[src/rtl/tim_ctrl_pkg.sv]
// Shared encodings and default widths for the prescaled compare-match timer.
// Imported by tim_ctrl and tim_ctrl_presc.
package tim_ctrl_pkg;

    localparam int CNT_W_DEF = 4;
    localparam int PRE_W_DEF = 4;

    typedef enum logic [1:0] {
        ST_IDLE = 2'd0,
        ST_RUN  = 2'd1,
        ST_DONE = 2'd2
    } state_e;

    localparam logic MODE_ONESHOT  = 1'b0;
    localparam logic MODE_PERIODIC = 1'b1;

endpackage

[src/rtl/tim_ctrl_presc.sv]
// Programmable prescaler: counts 0..div while enabled and strobes tick on the
// terminal count, so tick repeats every div+1 enabled cycles.
module tim_ctrl_presc
    import tim_ctrl_pkg::*;
#(
    parameter int PRE_W = PRE_W_DEF
) (
    input  logic             clk,
    input  logic             rst,
    input  logic             clr,
    input  logic             en,
    input  logic [PRE_W-1:0] div,
    output logic             tick
);

    logic [PRE_W-1:0] cnt_q;
    logic [PRE_W-1:0] cnt_d;

    // tick is a pure decode of the counter register, never of clr
    assign tick = en && (cnt_q == div);

    always_comb begin
        cnt_d = cnt_q;
        if (clr) begin
            cnt_d = '0;
        end else if (en) begin
            cnt_d = tick ? '0 : cnt_q + PRE_W'(1);
        end
    end

    always_ff @(posedge clk) begin
        if (rst) begin
            cnt_q <= '0;
        end else begin
            cnt_q <= cnt_d;
        end
    end

endmodule

[src/rtl/tim_ctrl.sv]
// Timer sequencer: IDLE/RUN/DONE FSM, config shadows, compare-match timer,
// expire pulse and sticky irq. Optional capture path under TIM_CTRL_CAPTURE_EN.
module tim_ctrl
    import tim_ctrl_pkg::*;
#(
    parameter int CNT_W = CNT_W_DEF,
    parameter int PRE_W = PRE_W_DEF
) (
    input  logic             clk,
    input  logic             rst,
    input  logic             start,
    input  logic             stop,
    input  logic             mode,
    input  logic [PRE_W-1:0] pre_div,
    input  logic [CNT_W-1:0] cmp,
    input  logic             irq_clr,
    input  logic             cap_in,
    output logic             busy,
    output logic             tick,
    output logic [CNT_W-1:0] tim,
    output logic             expire,
    output logic             irq,
    output logic [CNT_W-1:0] cap_val,
    output logic             cap_vld
);

    state_e           state_q, state_d;
    logic             mode_q, mode_d;
    logic [PRE_W-1:0] pre_div_q, pre_div_d;
    logic [CNT_W-1:0] cmp_q, cmp_d;
    logic [CNT_W-1:0] tim_q, tim_d;
    logic             expire_q, expire_d;
    logic             irq_q, irq_d;
    logic             presc_clr;
    logic             presc_en;
    logic             presc_tick;

    assign presc_en = (state_q == ST_RUN);

    tim_ctrl_presc #(
        .PRE_W (PRE_W)
    ) u_presc (
        .clk  (clk),
        .rst  (rst),
        .clr  (presc_clr),
        .en   (presc_en),
        .div  (pre_div_q),
        .tick (presc_tick)
    );

    // Stop outranks a same-cycle tick, so a stopped run can never expire
    always_comb begin
        state_d   = state_q;
        mode_d    = mode_q;
        pre_div_d = pre_div_q;
        cmp_d     = cmp_q;
        tim_d     = tim_q;
        expire_d  = 1'b0;
        presc_clr = 1'b0;
        case (state_q)
            ST_IDLE, ST_DONE: begin
                if (start) begin
                    mode_d    = mode;
                    pre_div_d = pre_div;
                    cmp_d     = cmp;
                    tim_d     = '0;
                    presc_clr = 1'b1;
                    state_d   = ST_RUN;
                end
            end
            ST_RUN: begin
                if (stop) begin
                    presc_clr = 1'b1;
                    state_d   = ST_IDLE;
                end else if (presc_tick) begin
                    if (tim_q == cmp_q) begin
                        expire_d = 1'b1;
                        if (mode_q == MODE_PERIODIC) begin
                            tim_d = '0;
                        end else begin
                            presc_clr = 1'b1;
                            state_d   = ST_DONE;
                        end
                    end else begin
                        tim_d = tim_q + CNT_W'(1);
                    end
                end
            end
            default: begin
                state_d = ST_IDLE;
            end
        endcase
    end

    // irq follows the registered expire pulse; a set beats a coincident clear
    always_comb begin
        irq_d = irq_q;
        if (expire_q) begin
            irq_d = 1'b1;
        end else if (irq_clr) begin
            irq_d = 1'b0;
        end
    end

    always_ff @(posedge clk) begin
        if (rst) begin
            state_q   <= ST_IDLE;
            mode_q    <= 1'b0;
            pre_div_q <= '0;
            cmp_q     <= '0;
            tim_q     <= '0;
            expire_q  <= 1'b0;
            irq_q     <= 1'b0;
        end else begin
            state_q   <= state_d;
            mode_q    <= mode_d;
            pre_div_q <= pre_div_d;
            cmp_q     <= cmp_d;
            tim_q     <= tim_d;
            expire_q  <= expire_d;
            irq_q     <= irq_d;
        end
    end

    assign busy   = (state_q == ST_RUN);
    assign tick   = presc_tick;
    assign tim    = tim_q;
    assign expire = expire_q;
    assign irq    = irq_q;

`ifdef TIM_CTRL_CAPTURE_EN
    logic             cap_in_q;
    logic [CNT_W-1:0] cap_val_q, cap_val_d;
    logic             cap_vld_q, cap_vld_d;

    // A rising edge seen while running snapshots the timer of that same cycle
    always_comb begin
        cap_val_d = cap_val_q;
        cap_vld_d = 1'b0;
        if ((state_q == ST_RUN) && cap_in && !cap_in_q) begin
            cap_val_d = tim_q;
            cap_vld_d = 1'b1;
        end
    end

    always_ff @(posedge clk) begin
        if (rst) begin
            cap_in_q  <= 1'b0;
            cap_val_q <= '0;
            cap_vld_q <= 1'b0;
        end else begin
            cap_in_q  <= cap_in;
            cap_val_q <= cap_val_d;
            cap_vld_q <= cap_vld_d;
        end
    end

    assign cap_val = cap_val_q;
    assign cap_vld = cap_vld_q;
`else
    logic unused_cap_in;

    assign unused_cap_in = cap_in;
    assign cap_val       = '0;
    assign cap_vld       = 1'b0;
`endif

endmodule

[config.mk]
export PLATFORM = sky130hd
export DESIGN_NAME = tim_ctrl
export DESIGN_NICKNAME = d
export VERILOG_FILES = /design/src/rtl/tim_ctrl_pkg.sv /design/src/rtl/tim_ctrl_presc.sv /design/src/rtl/tim_ctrl.sv
export SDC_FILE = /design/constraint.sdc
export NUM_CORES = 1
export LEC_CHECK = 0
export ABC_AREA = 1
export CELL_PAD_IN_SITES_DETAIL_PLACEMENT = 1
export CELL_PAD_IN_SITES_GLOBAL_PLACEMENT = 1
export CORE_ASPECT_RATIO = 0.6
export CORE_UTILIZATION = 36
export CTS_CLUSTER_SIZE = 14
export DETAILED_ROUTE_END_ITERATION = 10
export GPL_TIMING_DRIVEN = 0
export PLACE_DENSITY_LB_ADDON = 0.05
export SLEW_MARGIN = 10
export SYNTH_ARGS = -nofsm -noshare
export SYNTH_HDL_FRONTEND = slang
export SYNTH_SLANG_ARGS = --single-unit
[constraint.sdc]
create_clock -name clk -period 3.4 [get_ports clk]
set_input_delay 1.02 -clock clk [delete_from_list [all_inputs] [get_ports clk]]
set_output_delay 1.02 -clock clk [all_outputs]
set_load 0.005 [all_outputs]
==> impl_metrics.tcl <==
set metrics [dict create \
    synth_top_area_share_pct 36.7 \
    p_total_mw 0.586 \
    area_growth_pct 28.2 \
    drc_errors 0 \
    hold_violations 0 \
    wire_per_inst_um 12.0 \
    min_period_ns 2.78 \
    synth_top_family_by_area "simple AND/OR/NAND/NOR gates" \
    ys_ff_latch 21 \
    crit_chain "inv_2 > nand2_1 > nand2_1 > nor2_2 > nand2_2 > nor2_4 > clkdlybuf4s50_1" \
    seqCellArea_um2 420 \
    grt.overflow.total 0 \
    netlist_top_cells_area "dfxtp_1 37%, nand2_1 13%, inv_1 6.9%, a21oi_1 6.1%, nor2_1 5.9%" \
    drt_iter0_drc 37 \
    timing.rr.end "u_presc.cnt_q[3]" \
    grt_pass1_vias 1019 \
    die_width_um 74.8 \
    comb_power_share_pct 24.6 \
    cp.arrival_ns 1.76 \
    grt_setup_unrepaired "no" \
    ir_worst_vdd_v 0.000145 \
    fin_crit_sh_pct 81.6 \
    r2r-start "tim[0]" \
    worst_path_max_delay_cell "clkdlybuf4s50_1" \
    synth_mux_area_share_pct 0 \
    syn_area_um2 1140 \
    rr_worst_depth 9 \
    startpoint_type "flop" \
    syn_avg_cell_area_um2 6.81 \
    tns_ns 0 \
    initial_core_util_pct 38.9 \
    grt_pass1_wl_um 4660 \
    totalWireLength_um 2870 \
    clk_latency_ns 0.26 \
    critPathLaunch "u_presc.cnt_q[2]" \
    min_path_cells 2 \
    ff2ff_setup_slack_ns 1.90 \
    rows 15 \
    die_h_um 45.7 \
    grt_antenna_before_repair 0 \
    yosys.area_share.adder_pct 2.19 \
    core_area_um2 2950 \
    crit_type "reg2out" \
    setup_viol 0 \
    worst-path-max-fanout 5 \
    p_sw_mw 0.179 \
    slew_viol_final 0 \
    firstDrtPassIters 4 \
    status "finished, final reports clean" \
    synth_top_cell_by_area "dfxtp_1" \
    viasPerCell 4.60 \
    cp_top_family "buffers and inverters" \
    clockBufferDepth 2 \
    hold_buffers 0 \
    multiInputGateArea_um2 583 \
    synthCells 168 \
    finalClockSkew_ns 0.00244 \
    crit_required_ns 2.38 \
    dp_hpwl_um 2260 \
    synth-compound-area-share_pct 12.8 \
    clock.fmax_mhz 360 \
    p_int_mw 0.407 \
    cts_sinks 21 \
    track_usage_pct 18.9 \
    synth-seq-area-share_pct 36.7 \
    grt_max_degree 12 \
    fillers 402 \
    final_nets 215 \
    antennaDiodeCount 0 \
    drv_cap 0 \
    max_stage_delay_ns 0.51 \
    cts_max_level 1 \
    yosysWarnings 0 \
    powerDensity_nw_per_um2 399 \
    min_from "cmp_q[0]" \
    cts_buffers 3 \
    place.gp.congestion 0.835 \
    io_buffers 21 \
    switching_share_pct 30.6 \
    synth_xor_area_share_pct 0.765 \
    route.antenna.remaining_nets 0 \
    hold_end "cmp_q[0]" \
    cts_tree "done" \
    post-cts-setup-buffer-count 0 \
    fin_ws_ns 0.624 \
    power_leakage_nw 0.649 \
    pwr-share-clk_pct 28.7 \
    ios 28 \
    synth.distinct_cells 27 \
    worstPathBufferInverterCount 2 \
    vias 1099 \
    pre_cts_slack_ns 0.914 \
    die_area_um2 3420 \
    seqPwrFrac_pct 46.7 \
    path_clk_slew_ns 0.08 \
    drive_gt1_share_pct 14.7 \
    root_buffer "clkbuf_8" \
    synthSimpleGateAreaFrac_pct 33.6 \
    hp-class "reg2reg" \
    cp_common_cell "nand2_1" \
    end_kind "output port" \
    post_cts_resized 0 \
]
logic make-up (layout without fill, tap and decap cells):
family	Yosys count	count (layout)
buffers and inverters	35	60
XOR/XNOR	1	1
AND/OR/NAND/NOR	80	80
other	1	5
adder cells (fa/ha/maj)	2	2
AO/OA/AOI/OAI	28	28
flip-flops	21	21
placed cells by master, fill, tap and decap left out, types with 3 or more instances in the layout:
cell	netlist	layout
buf_2	3	3
conb_1	1	5
dfxtp_1	21	21
nand3_1	7	7
nor2_1	18	18
nand2_1	39	39
clkdlybuf4s50_1	0	21
a21oi_1	14	14
inv_2	5	5
o21ai_0	11	11
buf_4	5	5
clkbuf_8	0	3
inv_1	21	21
nor2_2	5	5
synthesized netlist by cell type (all sizes together):
cell	n
inv	27
nand2	41
nor4	1
buf	8
ha	2
xor2	1
nand3b	1
conb	1
o21bai	1
or2	1
nor2	25
a21oi	14
nand3	9
o21ai	13
nand4	2
dfxtp	21
power groups by stage:
stage	clock, mW	sequential, mW	combinational (mW)
2_1_floorplan	0	0.277	0.0933
3_3_place_gp	0	0.279	0.139
3_5_place_dp	0	0.280	0.143
4_1_cts	0.174	0.274	0.146
5_1_grt	0.185	0.276	0.162
6_report	0.168	0.274	0.144
state kept, by name, summed over array words and instances, names as in the netlist:
| register | flops |
|---|---|
| expire | 1 |
| mode_q | 1 |
| tim | 4 |
| u_presc.cnt_q | 4 |
| irq | 1 |
| cmp_q | 4 |
| pre_div_q | 4 |
| state_q | 2 |
per-stage QoR:
stage / cell area [µm²] / hold slack [ns] / utilization (%) / std cells
2_1_floorplan: 1160 / 0.443 / - / 172
3_5_place_dp: 1420 / 0.468 / 48.3 / 235
5_1_grt: 1470 / 0.498 / 49.8 / 239
6_report: 1470 / 0.474 / 49.8 / 239
4_1_cts: 1470 / 0.481 / 49.8 / 239
3_3_place_gp: 1420 / 0.455 / 48.3 / 235
per-layer routing:
metal / part of all wire [%] / track usage, % / up-vias
li1: - / - / 576
met1: 50 / 23.9 / 496
met2: 45 / 32.4 / 25
met3: 4.7 / 5.53 / 2
met4: 0.42 / 3.77 / 0
met5: 0 / 0 / -
worst register-to-register path, stage by stage (launching register included):
cell and delay (ns):
dfxtp_1 0.43, inv_2 0.07, nand2_1 0.06, nand2_1 0.05
nor2_1 0.22, nand3b_1 0.19, inv_1 0.10, nand2_1 0.06
nand4_1 0.15, nor2_1 0.07
cell type report:
class	count	share of cell area, %
Sequential cell	21	28.6
Timing Repair Buffer	21	14.3
Clock buffer	4	3.07
Buffer	8	3.58
Tap cell	42	3.58
Multi-Input combinational cell	116	39.7
Inverter	27	7.08
worst max-delay path by stage:
stage / end / slack (ns) / cells past startpoint
after floorplan: tick / 1.57 / 6
after CTS: tick / 0.62 / 7
final: tick / 0.62 / 7
after global routing: tick / 0.50 / 7
after detailed placement: tick / 0.91 / 7
after global placement: tick / 0.98 / 7
Power figures use the tool's default switching activity.
